$ cat config.mk
export PLATFORM = sky130hd
export DESIGN_NAME = gray_to_rgb_stream
export DESIGN_NICKNAME = d
export VERILOG_FILES = /design/src/rtl/gray_to_rgb_stream.sv
export SDC_FILE = /design/constraint.sdc
export NUM_CORES = 1
export LEC_CHECK = 0
export CAP_MARGIN = 20
export CORE_MARGIN = 2
export CORE_UTILIZATION = 35
export DETAILED_ROUTE_END_ITERATION = 16
export DONT_BUFFER_PORTS = 1
export GPL_TIMING_DRIVEN = 0
export REMOVE_ABC_BUFFERS = 1
export SLEW_MARGIN = 20
export SYNTH_ARGS = -nofsm -noshare
export SYNTH_HDL_FRONTEND = slang
export SYNTH_SLANG_ARGS = --single-unit
export TNS_END_PERCENT = 30
$ cat constraint.sdc
create_clock -name clk -period 2.39 [get_ports clk]
set_input_delay 0.478 -clock clk [delete_from_list [all_inputs] [get_ports clk]]
set_output_delay 0.478 -clock clk [all_outputs]
set_load 0.005 [all_outputs]
$ cat src/rtl/gray_to_rgb_stream.sv
// gray_to_rgb_stream
//   Streaming grey/binary to RGB converter with a 2-stage valid/ready
//   pipeline and frame position flags.
//   Stage 1 captures the pixel with its mode, threshold, colours and flags.
//   Stage 2 holds the computed RGB result.
//
// Parameters
//   PIX_W        input pixel width (1..16)
//   CH_W         output width per colour channel (1..16)
//   IMG_W/IMG_H  frame size in pixels (each >= 2)
//
// Ports
//   clk, rst               clock, synchronous active-high reset
//   in_pixel/in_valid/in_ready        input stream
//   mode                   00 grey, 01 threshold, 10 inverted grey, 11 false colour
//   threshold              mode 01 comparison level
//   fg_rgb, bg_rgb         mode 01 colours, packed {R,G,B}
//   out_r/out_g/out_b/out_valid/out_ready   output stream
//   out_sof/out_eol/out_eof  frame flags, qualified by out_valid
//
// Optional feature (macro GRAY_TO_RGB_FRAME_SUM_EN)
//   frame_sum              modulo-2^32 sum of R+G+B over the last frame
//   frame_sum_valid        one-cycle pulse after the eof pixel transfers
module gray_to_rgb_stream #(
  parameter int PIX_W = 8,
  parameter int CH_W  = 8,
  parameter int IMG_W = 640,
  parameter int IMG_H = 480
) (
  input  logic                clk,
  input  logic                rst,
  input  logic [PIX_W-1:0]    in_pixel,
  input  logic                in_valid,
  output logic                in_ready,
  input  logic [1:0]          mode,
  input  logic [PIX_W-1:0]    threshold,
  input  logic [3*CH_W-1:0]   fg_rgb,
  input  logic [3*CH_W-1:0]   bg_rgb,
  output logic [CH_W-1:0]     out_r,
  output logic [CH_W-1:0]     out_g,
  output logic [CH_W-1:0]     out_b,
  output logic                out_valid,
  input  logic                out_ready,
  output logic                out_sof,
  output logic                out_eol,
  output logic                out_eof
`ifdef GRAY_TO_RGB_FRAME_SUM_EN
  ,
  output logic [31:0]         frame_sum,
  output logic                frame_sum_valid
`endif
);

  typedef enum logic [1:0] {
    MODE_GREY   = 2'b00,
    MODE_THRESH = 2'b01,
    MODE_INV    = 2'b10,
    MODE_FALSE  = 2'b11
  } mode_e;

  localparam int XW = $clog2(IMG_W);
  localparam int YW = $clog2(IMG_H);
  localparam logic [XW-1:0] X_LAST = XW'(IMG_W - 1);
  localparam logic [YW-1:0] Y_LAST = YW'(IMG_H - 1);

  // MSB-aligned repetition of g; when CH_W < PIX_W this reduces to the top
  // CH_W bits of g.
  function automatic logic [CH_W-1:0] f_scale(input logic [PIX_W-1:0] g);
    logic [CH_W-1:0] c;
    c = '0;
    for (int unsigned i = 0; i < CH_W; i++) begin
      c[CH_W-1-i] = g[PIX_W-1-(i % PIX_W)];
    end
    return c;
  endfunction

  // Top two bits of f_scale(g), built by the same repetition rule so that a
  // 1-bit channel still yields a defined 2-bit band index.
  function automatic logic [1:0] f_band(input logic [PIX_W-1:0] g);
    logic [1:0] t;
    t = '0;
    for (int unsigned i = 0; i < 2; i++) begin
      t[1-i] = g[PIX_W-1-(i % PIX_W)];
    end
    return t;
  endfunction

  // Frame position
  logic [XW-1:0] r_x;
  logic [YW-1:0] r_y;
  logic          w_x_last;
  logic          w_y_last;

  // Stage 1
  logic              r_s1_valid;
  logic [PIX_W-1:0]  r_s1_pix;
  logic [PIX_W-1:0]  r_s1_thr;
  mode_e             r_s1_mode;
  logic [3*CH_W-1:0] r_s1_fg;
  logic [3*CH_W-1:0] r_s1_bg;
  logic              r_s1_sof;
  logic              r_s1_eol;
  logic              r_s1_eof;

  // Stage 2
  logic              r_s2_valid;
  logic [CH_W-1:0]   r_s2_r;
  logic [CH_W-1:0]   r_s2_g;
  logic [CH_W-1:0]   r_s2_b;
  logic              r_s2_sof;
  logic              r_s2_eol;
  logic              r_s2_eof;

  logic              w_s2_adv;
  logic              w_accept;
  logic [CH_W-1:0]   w_c;
  logic [CH_W-1:0]   w_ci;
  logic [1:0]        w_t;
  logic [CH_W-1:0]   w_r;
  logic [CH_W-1:0]   w_g;
  logic [CH_W-1:0]   w_b;

  assign w_x_last = (r_x == X_LAST);
  assign w_y_last = (r_y == Y_LAST);

  // Stage 2 takes new data when empty or when its content leaves this cycle;
  // stage 1 can then refill whenever it is empty or moving into stage 2.
  assign w_s2_adv = !r_s2_valid || out_ready;
  assign in_ready = !r_s1_valid || w_s2_adv;
  assign w_accept = in_valid && in_ready;

  assign w_c  = f_scale(r_s1_pix);
  assign w_ci = f_scale(~r_s1_pix);
  assign w_t  = f_band(r_s1_pix);

  always_comb begin
    w_r = '0;
    w_g = '0;
    w_b = '0;
    case (r_s1_mode)
      MODE_GREY: begin
        w_r = w_c;
        w_g = w_c;
        w_b = w_c;
      end
      MODE_INV: begin
        w_r = w_ci;
        w_g = w_ci;
        w_b = w_ci;
      end
      MODE_THRESH: begin
        if (r_s1_pix >= r_s1_thr) begin
          {w_r, w_g, w_b} = r_s1_fg;
        end else begin
          {w_r, w_g, w_b} = r_s1_bg;
        end
      end
      MODE_FALSE: begin
        case (w_t)
          2'd0: w_b = w_c;
          2'd1: begin
            w_g = w_c;
            w_b = '1;
          end
          2'd2: begin
            w_r = w_c;
            w_g = '1;
            w_b = ~w_c;
          end
          default: begin
            w_r = '1;
            w_g = ~w_c;
          end
        endcase
      end
      default: ;
    endcase
  end

  always_ff @(posedge clk) begin
    if (rst) begin
      r_x <= '0;
      r_y <= '0;
    end else if (w_accept) begin
      if (w_x_last) begin
        r_x <= '0;
        r_y <= w_y_last ? '0 : r_y + YW'(1);
      end else begin
        r_x <= r_x + XW'(1);
      end
    end
  end

  always_ff @(posedge clk) begin
    if (rst) begin
      r_s1_valid <= 1'b0;
      r_s1_pix   <= '0;
      r_s1_thr   <= '0;
      r_s1_mode  <= MODE_GREY;
      r_s1_fg    <= '0;
      r_s1_bg    <= '0;
      r_s1_sof   <= 1'b0;
      r_s1_eol   <= 1'b0;
      r_s1_eof   <= 1'b0;
    end else if (in_ready) begin
      r_s1_valid <= in_valid;
      if (in_valid) begin
        r_s1_pix  <= in_pixel;
        r_s1_thr  <= threshold;
        r_s1_mode <= mode_e'(mode);
        r_s1_fg   <= fg_rgb;
        r_s1_bg   <= bg_rgb;
        r_s1_sof  <= (r_x == '0) && (r_y == '0);
        r_s1_eol  <= w_x_last;
        r_s1_eof  <= w_x_last && w_y_last;
      end
    end
  end

  always_ff @(posedge clk) begin
    if (rst) begin
      r_s2_valid <= 1'b0;
      r_s2_r     <= '0;
      r_s2_g     <= '0;
      r_s2_b     <= '0;
      r_s2_sof   <= 1'b0;
      r_s2_eol   <= 1'b0;
      r_s2_eof   <= 1'b0;
    end else if (w_s2_adv) begin
      r_s2_valid <= r_s1_valid;
      if (r_s1_valid) begin
        r_s2_r   <= w_r;
        r_s2_g   <= w_g;
        r_s2_b   <= w_b;
        r_s2_sof <= r_s1_sof;
        r_s2_eol <= r_s1_eol;
        r_s2_eof <= r_s1_eof;
      end
    end
  end

  assign out_valid = r_s2_valid;
  assign out_r     = r_s2_r;
  assign out_g     = r_s2_g;
  assign out_b     = r_s2_b;
  assign out_sof   = r_s2_sof;
  assign out_eol   = r_s2_eol;
  assign out_eof   = r_s2_eof;

`ifdef GRAY_TO_RGB_FRAME_SUM_EN
  logic [31:0] r_acc;
  logic [31:0] r_frame_sum;
  logic        r_frame_sum_valid;
  logic [31:0] w_pix_sum;

  assign w_pix_sum = 32'(r_s2_r) + 32'(r_s2_g) + 32'(r_s2_b);

  always_ff @(posedge clk) begin
    if (rst) begin
      r_acc             <= '0;
      r_frame_sum       <= '0;
      r_frame_sum_valid <= 1'b0;
    end else begin
      r_frame_sum_valid <= 1'b0;
      if (r_s2_valid && out_ready) begin
        if (r_s2_eof) begin
          r_frame_sum       <= r_acc + w_pix_sum;
          r_frame_sum_valid <= 1'b1;
          r_acc             <= '0;
        end else begin
          r_acc <= r_acc + w_pix_sum;
        end
      end
    end
  end

  assign frame_sum       = r_frame_sum;
  assign frame_sum_valid = r_frame_sum_valid;
`endif

endmodule
==> results.yml, run 1 <==
critical_path:
  crit_type: "reg -> reg"
  crit_path_max_fanout: 12
  r2r_end: "out_g[5]"
  crit_arrival_ns: 2.58
  cp.required_ns: 2.69
  timing.rr.start: "r_s1_pix[6]"
  startpoint_type: "flop"
  r2r_cells: 6
  crit_path_end_kind: "flop"
  ff2ff_setup_slack_ns: 0.11
power_and_ir_drop:
  vdd_drop_max_mv: 0.487
  p_leak_nw: 2.43
  power_density_nw_per_um2: 841
route:
  final_antenna_net_count: 0
  routed_wirelength_um: 15200
  wl_met2_um: 6900
  vias_per_cell: 5.36
  drt_iter0_markers: 263
  dr.pass1.iters: 5
  via_count: 4955
  top_layer: "met4"
  drc_errors: 0
  wl_met1_um: 7300
  wl_met3_um: 792
  wl_per_cell_um: 16.5
floorplan:
  core.rowCount: 46
  coreArea_sq_um: 15800
  die-area_sq_um: 17200
  die_y_um: 131
  fp.dieW_um: 131
  io_pins: 99
  initial_core_util: 0.357
timing:
  final.min_clock_period_ns: 2.28
  slew_headroom: 0.321
  maxSlewViolCount: 0
  finClkSkew_ns: 0.00669
  hold_violations: 0
  worst_slew_pin_slew_ns: 1.02
  fmax_ghz: 0.438
  setup_viol: 0
  rsz0062_at_grt: "no"
  fin_crit_sh: 0.955
placement:
  dp_cells: 889
  port_buffers: 0
  gp_congestion: 0.798
  hpwlAfterDp_um: 9400
clocking:
  clk_path_buf_depth: 2
  htree_levels: 4
  path_clk_slew_ns: 0.06
  root_buffer: "clkbuf_16"
  cts_buffers: 17
  hold_buffers: 0
  clock-sinks: 117
  cts_tree: "built"
  clock_latency_ns: 0.41
global_route:
  track_usage: 0.182
  grt_pass1_vias: 4442
  grt_first_pass_wirelength_um: 23900
  grt_max_degree: 100
  overflow: 0
  antenna_found_initial: 0
synthesis:
  yosysUniqueCellTypes: 47
  yosys_most_used_dff: "dfxtp_1"
  post-synth-top-area-fraction: 0.415
  yosys-top-cells-area: "dfxtp_1 42%, nand2_1 11%, a21oi_1 8.4%, nand3_1 4.1%, ha_1 4.0%"
  synth_edf_count: 0
  ys_seq_area_frac: 0.415
  syn-instance-count: 727
  syn_avg_cell_area_sq_um: 7.76
  yosysTopAreaCell: "dfxtp_1"
  synthArstFlopShare: 0
  netlist_area_sq_um: 5640
  ys_warn_count: 0
  ys_seq_elements: 117
layout:
  drive_gt1_frac: 0.0847
  final_util: 0.410
  antenna_cells: 0
  synthToLayoutAreaGrowth_pct: 15.0
  instances_no_fill: 924
  fin_nets: 783
hold_path:
  worstHoldEndpoint: "r_s1_fg[4]"
  hold_class: "in -> reg"
  hp-start: "rst"
  holdPathStages: 1
outcome:
  outcome: "finished, final reports clean"
flow_run:
  drv_cap: 0
## cell usage in the layout, fill, tap and decap left out, types with 3 or more instances in the layout
cell,netlist,routed
nand3_1,46,46
and3_1,4,4
xnor2_1,5,5
buf_12,0,3
dfxtp_1,117,111
nand4_1,20,20
a221o_1,16,15
clkbuf_16,0,17
clkinv_4,0,3
clkbuf_8,0,3
inv_1,19,19
dfxtp_2,0,4
and4_1,3,3
o21ai_0,13,12
ha_1,18,18
a31oi_1,14,14
bufinv_16,0,4
a21oi_1,95,95
a221oi_1,7,7
xor2_1,11,11
nor2_1,34,32
nor4_1,5,5
nand2_1,167,166
mux2i_1,12,12
nor3_1,10,9
clkinv_2,0,3
nor2b_1,8,8
o21a_1,9,9
a211o_1,7,7
or4_1,3,3
## critical path, stage by stage, from the launching register on
cell,delay [ns]
dfxtp_2,0.44
ha_1,0.29
a21o_1,0.18
a221o_2,0.48
a21o_4,0.30
and4_1,0.22
a211o_1,0.26
## state kept, by name, summed over array words and instances, names as in the netlist
| register | count |
|---|---|
| out_b | 8 |
| r_s1_thr | 8 |
| r_x | 10 |
| r_s1_pix | 8 |
| r_s1_mode | 2 |
| r_s1_sof | 1 |
| r_s1_fg | 24 |
| r_s1_bg | 24 |
| r_s1_valid | 1 |
| out_r | 8 |
| r_s1_eof | 1 |
| out_eol | 1 |
| out_valid | 1 |
| out_eof | 1 |
| r_s1_eol | 1 |
| r_y | 9 |
| out_g | 8 |
| out_sof | 1 |
## metal layers
metal / vias to the layer above / GRT usage
met2: 106 / 0.276
met1: 2337 / 0.248
met3: 13 / 0.0513
met5: - / 0
li1: 2499 / -
met4: 0 / 0.0613
## power breakdown
group	switching (W)	internal [W]	leakage [nW]
combinational	0.000357	0.000202	1.15
clock	0.000916	0.00183	0.312
sequential	0.000104	0.00206	0.963
total	0.00138	0.00408	2.43
## synthesized netlist by cell type, drive strengths merged, types with 3 or more instances
cell    number
and3         4
buf         20
inv         19
o21a         9
o21ai       13
nand4       20
a211o        7
a21o         3
a31oi       14
dfxtp      117
ha          18
nor2        34
nor4         6
xnor2        5
xor2        11
a21oi       96
a221oi       7
mux2i       12
nor3        10
or4          3
nand2      168
a221o       16
nand3       46
and4         3
clkbuf      38
nor2b        8
## per-stage QoR
stage	setup slack, ns	instance area [sq um]	hold slack, ns	TNS [ns]	power (W)
after floorplan	-0.945	5410	0.426	-54.89	0.00252
after global placement	-2.08	5680	0.437	-158.42	0.00268
after detailed placement	-0.457	5770	0.441	-7.32	0.00270
after CTS	0.00913	6450	0.114	0	0.00550
after global routing	0.0249	6490	0.108	0	0.00570
final	0.107	6490	0.139	0	0.00546
## worst max path at each step
stage	start	end	slack (ns)	cells after the start
finish	r_s1_pix[6]	out_g[5]	0.11	6
global route	r_s1_pix[0]	out_b[0]	0.02	7
CTS	r_s1_pix[7]	out_g[5]	0.009	6
detailed placement	r_s1_pix[0]	out_r[6]	-0.46	7
global placement	out_ready	r_s1_fg[13]	-2.08	4
floorplan	out_ready	r_x[4]	-0.94	5
## logic make-up after synthesis
family                   Yosys count  share of synthesized area
AO/OA/AOI/OAI                    172                      0.189
flip-flops                       117                      0.415
multiplexers                      12                     0.0213
adder cells (fa/ha/maj)           18                     0.0399
XOR/XNOR                          16                     0.0248
buffers and inverters             78                     0.0541
AND/OR/NAND/NOR                  314                      0.256
## area by class of cell
class | count | area (sq um)
multi-input combinational | 534 | 3070
sequential | 117 | 2350
clock inverter | 12 | 176
timing repair buffer | 5 | 75.1
tap | 216 | 270
inverter | 20 | 75.1
fill | 1658 | 9340
clock buffer | 20 | 467
## timing repair
action / CTS / global route
setup buffers: 0 / 1
setup endpoints to repair: 24 / 6
gates cloned: 1 / 1
gates resized for setup: 11 / 4
Power figures use the tool's default switching activity.
==> run 2, diff against run 1 <==
--- a/config.mk
+++ b/config.mk
@@ -6,11 +6,13 @@
 export NUM_CORES = 1
 export LEC_CHECK = 0
 export CAP_MARGIN = 20
+export CORE_ASPECT_RATIO = 1.4
 export CORE_MARGIN = 2
 export CORE_UTILIZATION = 35
 export DETAILED_ROUTE_END_ITERATION = 16
 export DONT_BUFFER_PORTS = 1
 export GPL_TIMING_DRIVEN = 0
+export PLACE_DENSITY = 0.56
 export REMOVE_ABC_BUFFERS = 1
 export SLEW_MARGIN = 20
 export SYNTH_ARGS = -nofsm -noshare
==> run 2 against run 1 <==
Effect of this change: clock-buffer cell count is 2 higher; largest power group unchanged; routed wire length rose by 3.2%; non-clock buffer count is the same; critical endpoint unchanged.
==> results.yml, run 2 (synthesis gave the netlist of run 1 again) <==
placement:
  pre_cts_slack_ns: -0.604
  hpwlAfterDp_um: 10300
  port_buffers: 0
  dp_cells: 870
  place_area_sq_um: 5760
  gp_congestion: 0.829
route:
  routed_wirelength_um: 15700
  dr.pass1.iters: 5
  vias_per_cell: 5.53
  drt_iter0_markers: 327
  wl_per_cell_um: 17.4
  drc_errors: 0
  final_antenna_net_count: 0
  via_count: 4986
power_and_ir_drop:
  power_density_nw_per_um2: 823
  p_leak_nw: 2.40
  vdd_drop_max_mv: 0.448
global_route:
  grt_first_pass_wirelength_um: 25400
  grt_max_degree: 100
  antenna_found_initial: 0
  grt_pass1_vias: 5016
  track_usage: 0.184
  overflow: 0
clocking:
  htree_levels: 4
  clock-sinks: 117
  clk_path_buf_depth: 2
  path_clk_slew_ns: 0.05
  clock_latency_ns: 0.42
  cts_tree: "built"
  root_buffer: "clkbuf_16"
  cts_buffers: 17
  hold_buffers: 0
critical_path:
  crit_arrival_ns: 2.60
  cp.required_ns: 2.69
  crit_path_end_kind: "flop"
  startpoint_type: "flop"
  cp-startpoint: "r_s1_pix[3]"
  path_cells: "ha_1, a21o_1, a221o_1, a21o_4, and4_1, a211o_1"
  cpMaxStageDelayCell: "dfxtp_1"
  cp_slowest_stage_delay_ns: 0.46
  timing.rr.start: "r_s1_pix[3]"
  crit_type: "reg -> reg"
  crit_path_max_fanout: 24
timing:
  fmax_ghz: 0.434
  hold_violations: 0
  final.min_clock_period_ns: 2.31
  maxSlewViolCount: 0
  slew_headroom: 0.450
  fin_crit_sh: 0.965
  worst_slew_pin_slew_ns: 0.823
  layout_setup_ws_ns: 0.0835
  rsz0062_at_grt: "no"
  finClkSkew_ns: 0.0254
  setup_tns_ns: 0
  setup_viol: 0
outcome:
  outcome: "finished, final reports clean"
layout:
  instances_no_fill: 902
  mostFrequentLayoutCells: "166 x nand2_1, 110 x dfxtp_1, 95 x a21oi_1, 46 x nand3_1, 31 x nor2_1"
  final_util: 0.409
  final_common_cell: "nand2_1"
  fin_nets: 782
  antenna_cells: 0
  synthToLayoutAreaGrowth_pct: 13.6
  fin_area_sq_um: 6410
  fillers: 1583
  reg_top3: "r_s1_bg: 24 flops, r_s1_fg: 24 flops, r_x: 10 flops"
  drive_gt1_frac: 0.0807
hold_path:
  hp-start: "rst"
  hold_class: "in -> reg"
floorplan:
  die-area_sq_um: 17200
  core.rowCount: 54
  coreArea_sq_um: 15700
  die_y_um: 154
  fp.dieW_um: 111
  io_pins: 99
  initial_core_util: 0.360
flow_run:
  drv_cap: 0
## run 2: changes by cell type in the layout (fill, tap and decap cells not counted)
cell	delta
a21o_2	-1
a221o_1	+1
a221o_2	-1
bufinv_16	-1
clkbuf_1	+2
clkinv_2	+1
clkinv_4	-2
clkinvlp_4	-1
dfxtp_1	-1
dfxtp_2	+1
nor2_1	-1
nor2_2	+1
nor3_2	+1
nor3_4	-1
## run 2: layout make-up
class                           instances  area (sq um)  share of cell area
Timing Repair Buffer                    5          75.1              0.0117
Inverter                               20          75.1              0.0117
Clock inverter                          9           126              0.0197
Sequential cell                       117          2360               0.368
Multi-Input combinational cell        533          3060               0.477
Tap cell                              196           245              0.0383
Clock buffer                           22           474              0.0740
## run 2: per-stage QoR
| stage | total power [W] | hold WS [ns] |
|---|---|---|
| after CTS | 0.00535 | 0.130 |
| after floorplan | 0.00252 | 0.426 |
| after global placement | 0.00267 | 0.439 |
| after global routing | 0.00550 | 0.120 |
| final | 0.00527 | 0.139 |
| after detailed placement | 0.00271 | 0.442 |
## run 2: path summary, 6_finish.rpt
check / endpoint / slack (ns) / cells past startpoint
setup / recovery: out_g[5] / 0.08 / 6
hold / removal: r_s1_bg[22] / 0.14 / 1
setup reg to reg: out_g[5] / 0.08 / 6
hold reg to reg: r_s1_bg[22] / 0.45 / 2
## run 2: timing repair
item | in CTS | in global routing
endpoints found under the setup margin | 24 | 5
pin swaps | 0 | 0
gates cloned | 1 | 0
buffers inserted | 0 | 0
gates resized for setup | 11 | 3
## run 2: report_power, final
group | internal (W) | total (W) | switching [W]
clock network | 0.00171 | 0.00258 | 0.000871
registers | 0.00206 | 0.00216 | 0.000104
logic | 0.000187 | 0.000533 | 0.000346
## run 2: layer usage
layer  part of all wire  vias to the layer above  global-route usage
met5                  0                        -                   0
met4              0.018                        0              0.0776
met3              0.047                       20              0.0502
met2               0.52                      123               0.323
met1               0.41                     2365               0.211
li1                   -                     2478                   -
## run 2: worst max-delay path, delay by kind of cell, from the launching register on
kind                       cells  cell delay (ns)
DFF                            1             0.46
adders and majority gates      1             0.28
and+or+nand+nor                1             0.24
AOI/OAI and AO/OA              4             1.20
